--- src/rtl/shift_cmd_pipe.sv ---
// Two-stage registered wrapper around an external combinational shifter; result is valid 2 cycles after command accept.
// Valid/ready on both sides with full backpressure; no skid, so in_ready follows out_ready combinationally.
module shift_cmd_pipe #(
  parameter int N     = 3,
  parameter int CNT_W = 16
) (
  input  logic              clk,
  input  logic              reset,
  input  logic              in_valid,
  output logic              in_ready,
  input  logic [2**N-1:0]   in_data,
  input  logic [N-1:0]      in_amt,
  input  logic              in_lr,
  output logic [2**N-1:0]   sh_a,
  output logic [N-1:0]      sh_amt,
  output logic              sh_lr,
  input  logic [2**N-1:0]   sh_y,
  output logic              out_valid,
  input  logic              out_ready,
  output logic [2**N-1:0]   out_data,
  output logic [CNT_W-1:0]  op_count,
  output logic              busy
);

  localparam int W = 2**N;

  typedef struct packed {
    logic [W-1:0] data;
    logic [N-1:0] amt;
    logic         lr;
  } cmd_t;

  cmd_t s1;
  logic s1_valid;
  logic adv2;
  logic accept;
  logic pop;

  // Stage 2 can take stage 1 whenever it is empty or being drained this cycle.
  assign adv2     = s1_valid && (!out_valid || out_ready);
  assign in_ready = !s1_valid || adv2;
  assign accept   = in_valid && in_ready;
  assign pop      = out_valid && out_ready;
  assign busy     = s1_valid || out_valid;

  assign sh_a   = s1.data;
  assign sh_amt = s1.amt;
  assign sh_lr  = s1.lr;

  always_ff @(posedge clk) begin
    if (reset) begin
      s1       <= '0;
      s1_valid <= 1'b0;
    end else if (accept) begin
      s1       <= '{data: in_data, amt: in_amt, lr: in_lr};
      s1_valid <= 1'b1;
    end else if (adv2) begin
      s1_valid <= 1'b0;
    end
  end

  always_ff @(posedge clk) begin
    if (reset) begin
      out_data  <= '0;
      out_valid <= 1'b0;
    end else if (adv2) begin
      out_data  <= sh_y;
      out_valid <= 1'b1;
    end else if (pop) begin
      out_valid <= 1'b0;
    end
  end

  // Counts delivered results; wraps silently.
  always_ff @(posedge clk) begin
    if (reset) begin
      op_count <= '0;
    end else if (pop) begin
      op_count <= op_count + CNT_W'(1);
    end
  end

endmodule

--- config.mk ---
export PLATFORM = sky130hd
export DESIGN_NAME = shift_cmd_pipe
export DESIGN_NICKNAME = d
export VERILOG_FILES = /design/src/rtl/shift_cmd_pipe.sv
export SDC_FILE = /design/constraint.sdc
export NUM_CORES = 1
export LEC_CHECK = 0
export BUFFER_PORTS_ARGS = -buffer_cell sky130_fd_sc_hd__buf_2
export CAP_MARGIN = 40
export CORE_MARGIN = 1
export CORE_UTILIZATION = 46
export CTS_CLUSTER_DIAMETER = 200
export DETAILED_ROUTE_END_ITERATION = 6
export PLACE_DENSITY = 0.75
export SLEW_MARGIN = 40
export SYNTH_ARGS = -nofsm -noshare
export SYNTH_HDL_FRONTEND = slang
export SYNTH_SLANG_ARGS = --single-unit
export TNS_END_PERCENT = 20
--- constraint.sdc ---
create_clock -name clk -period 1.96 [get_ports clk]
set_input_delay 0.294 -clock clk [delete_from_list [all_inputs] [get_ports clk]]
set_output_delay 0.294 -clock clk [all_outputs]
set_load 0.1 [all_outputs]
==> reports/results.txt <==
status -> complete, no violations
# nets final -> 257
Resized Gates After CTS -> 0
routed via count divided by cell count -> 5.00
Die H -> 59.3 um
final slew viol count -> 0
FP Rows -> 20
Syn Area/Cell -> 8.77 um2
WL per Instance -> 11.4 um
top cell type by total area after synthesis -> dfxtp_1
Worst EP arrival -> 1.31 ns
hold crit path type -> in -> reg
CTS max path bufs -> 2
Initial Util -> 49.0%
GR Overflow Total -> 0
Peak VDD IR -> 0.576 mV
largest net degree at the start of global routing -> 39
final hold vios -> 0
RD Place Congestion -> 0.781
Combinational Power Share -> 19.9%
P per Cell Area -> 811 nW/um2
RSZ-0062 raised after global routing -> false
Worst-path clk slew -> 0.11 ns
Sinks on Clock Net -> 38
share of the synthesized area in the top cell type -> 50.5%
Rel. slew slack -> 55.3%
Flop pwr share -> 52.4%
Fmax -> 623 MHz
Post-DP HPWL -> 2190 um
worst hold path endpoint -> out_data[2]$_SDFFE_PP0P_
Clock H-tree levels -> 2
core area -> 3080 um2
# hold bufs at CTS -> 0
Inserted Clock Buffers -> 5
Min-Delay Startpoint -> sh_y[2]
Ports -> 63
worst skew pair latency -> 0.34 ns
Lkg Pwr -> 0.901 nW
PortBufs -> 62
CP startpoint kind -> flip-flop
initial DRC count -> 37
part of the power in the clock network -> 27.7%
GRT Total Usage -> 18.5%
DRC Markers -> 0
Final period util -> 82.0%
Crit. End Element -> primary output
share of cells above drive strength 1 -> 32.2%
Power, Total -> 1.55 mW
die area -> 3510 um2
Reg-to-Reg Start -> op_count[0]$_SDFFE_PP0P_
Psw -> 0.523 mW
tightest hold margin -> 0.175 ns
internal power -> 1.03 mW
TritonRoute pass-1 iters -> 4
Mapped Area -> 1510 um2
Distinct cells, synth -> 27
Post-Syn Instances -> 172
Setup Total Neg Slack -> 0 ns
final setup violation count -> 0
WHS Path Cells -> 3
CTS tree -> built
Setup CP Type -> reg -> out
Vias -> 1386
Post-Syn Nets -> 197
area delta synth->final -> 26.9%
FILL cells -> 298
post-synthesis sequential area ratio -> 50.5%
DRT Wirelength -> 3160 um
initial antenna violation count -> 0
R2R Path End -> op_count[14]$_SDFFE_PP0P_
Ys Warns -> 0
Area contributors post-synth -> dfxtp_1 (50%), a21oi_1 (6.3%), mux2i_1 (5.3%)
Switching Fraction -> 33.7%
Post-CTS Setup Inserts -> 0
ANT nets after route -> 0
vias in the first global route -> 1166
Antenna Cells -> 0
R2R cell count -> 5
critical path peak fanout -> 9
clock root buffer -> clkbuf_4
Worst Path Required -> 1.67 ns
Final min period -> 1.61 ns
first-pass GRT wire length -> 4920 um
worst slew pin tran -> 0.671 ns
Reg2Reg Setup Slack -> 0.43 ns
maxcap violations -> 0
Synth Register Bits -> 38
Setup Skew -> 0.00940 ns
die width -> 59.3 um
## state kept, by name (all words and copies together) (netlist names)
signal     flops
op_count      16
sh_amt         3
sh_a           8
sh_lr          1
s1_valid       1
out_data       8
out_valid      1
## worst max-delay path by stage
stage	slack, ns	to	cells after the start	from
after detailed placement	0.42	op_count[15]$_SDFFE_PP0P_	5	out_ready
after CTS	0.34	busy	2	out_valid$_SDFFE_PP0P_
after global routing	0.26	op_count[14]$_SDFFE_PP0P_	5	op_count[0]$_SDFFE_PP0P_
after floorplan	-0.18	op_count[15]$_SDFFE_PP0P_	4	op_count[2]$_SDFFE_PP0P_
after global placement	0.46	op_count[15]$_SDFFE_PP0P_	5	out_ready
final	0.35	busy	2	out_valid$_SDFFE_PP0P_
## layer usage
metal / GRT usage [%] / up-vias / share of wire, %
met5: 0 / - / 0
met4: 6.12 / 0 / 0.66
met3: 6.33 / 4 / 6.3
met2: 29.1 / 42 / 46
met1: 23.6 / 631 / 47
li1: - / 709 / -
## power groups by stage
stage | Sequential [mW] | Clock, mW | Combinational (mW)
after detailed placement | 0.830 | 0 | 0.310
after global placement | 0.830 | 0 | 0.308
final | 0.813 | 0.430 | 0.309
after CTS | 0.813 | 0.439 | 0.311
after global routing | 0.817 | 0.470 | 0.323
after floorplan | 1.00 | 0 | 0.0784
## worst max-delay path, stage by stage (launching register included)
cell and delay, ns:
dfxtp_2 0.38, or2_2 0.30, buf_2 0.29
## stage by stage
| stage | std cells | utilization (%) | worst slack [ns] | instance area, um2 |
|---|---|---|---|---|
| after floorplan | 172 | - | -0.179 | 1510 |
| after global placement | 269 | 60.1 | 0.462 | 1850 |
| after detailed placement | 269 | 60.1 | 0.423 | 1850 |
| after CTS | 277 | 62.2 | 0.341 | 1910 |
| after global routing | 277 | 62.2 | 0.256 | 1910 |
| final | 277 | 62.2 | 0.354 | 1910 |
## logic make-up after synthesis
family / share of synthesized area, %
fa+ha+maj: 0.830
compound gates: 8.38
buf+inv: 3.90
flops: 50.5
xor+xnor: 6.39
mux: 5.31
simple gates: 24.7
## layout make-up
cell class | instances | area [um2] | area share, %
Clock buffer | 6 | 51.3 | 2.68
Clock inverter | 2 | 12.5 | 0.654
Inverter | 3 | 11.3 | 0.589
Multi-Input combinational cell | 121 | 688 | 36.0
Sequential cell | 38 | 762 | 39.8
Tap cell | 44 | 55.1 | 2.88
Timing Repair Buffer | 63 | 333 | 17.4
## cell usage in the layout, fill, tap and decap left out, types with 4 or more instances in the layout
cell,n
a21oi_1,19
buf_2,61
clkbuf_4,5
dfxtp_1,37
mux2i_1,8
nand2_1,20
nand3_1,16
nand4_1,6
nor2_1,20
xnor2_1,4
xor2_1,7
## synthesized netlist by cell type
| cell type | count |
|---|---|
| a21oi_1 | 19 |
| and3_1 | 1 |
| and4_1 | 3 |
| buf_1 | 3 |
| buf_2 | 2 |
| buf_4 | 2 |
| clkbuf_1 | 3 |
| dfxtp_1 | 38 |
| ha_1 | 1 |
| inv_1 | 3 |
| mux2i_1 | 8 |
| nand2_1 | 20 |
| nand3_1 | 16 |
| nand3_2 | 1 |
| nand3b_1 | 1 |
| nand4_1 | 6 |
| nor2_1 | 20 |
| nor3_1 | 2 |
| nor4_1 | 2 |
| o21ai_0 | 3 |
| o21ai_2 | 1 |
| o31ai_1 | 1 |
| or2_2 | 1 |
| or3_1 | 3 |
| or4_1 | 1 |
| xnor2_1 | 4 |
| xor2_1 | 7 |
(Power assumes the default switching activity.)
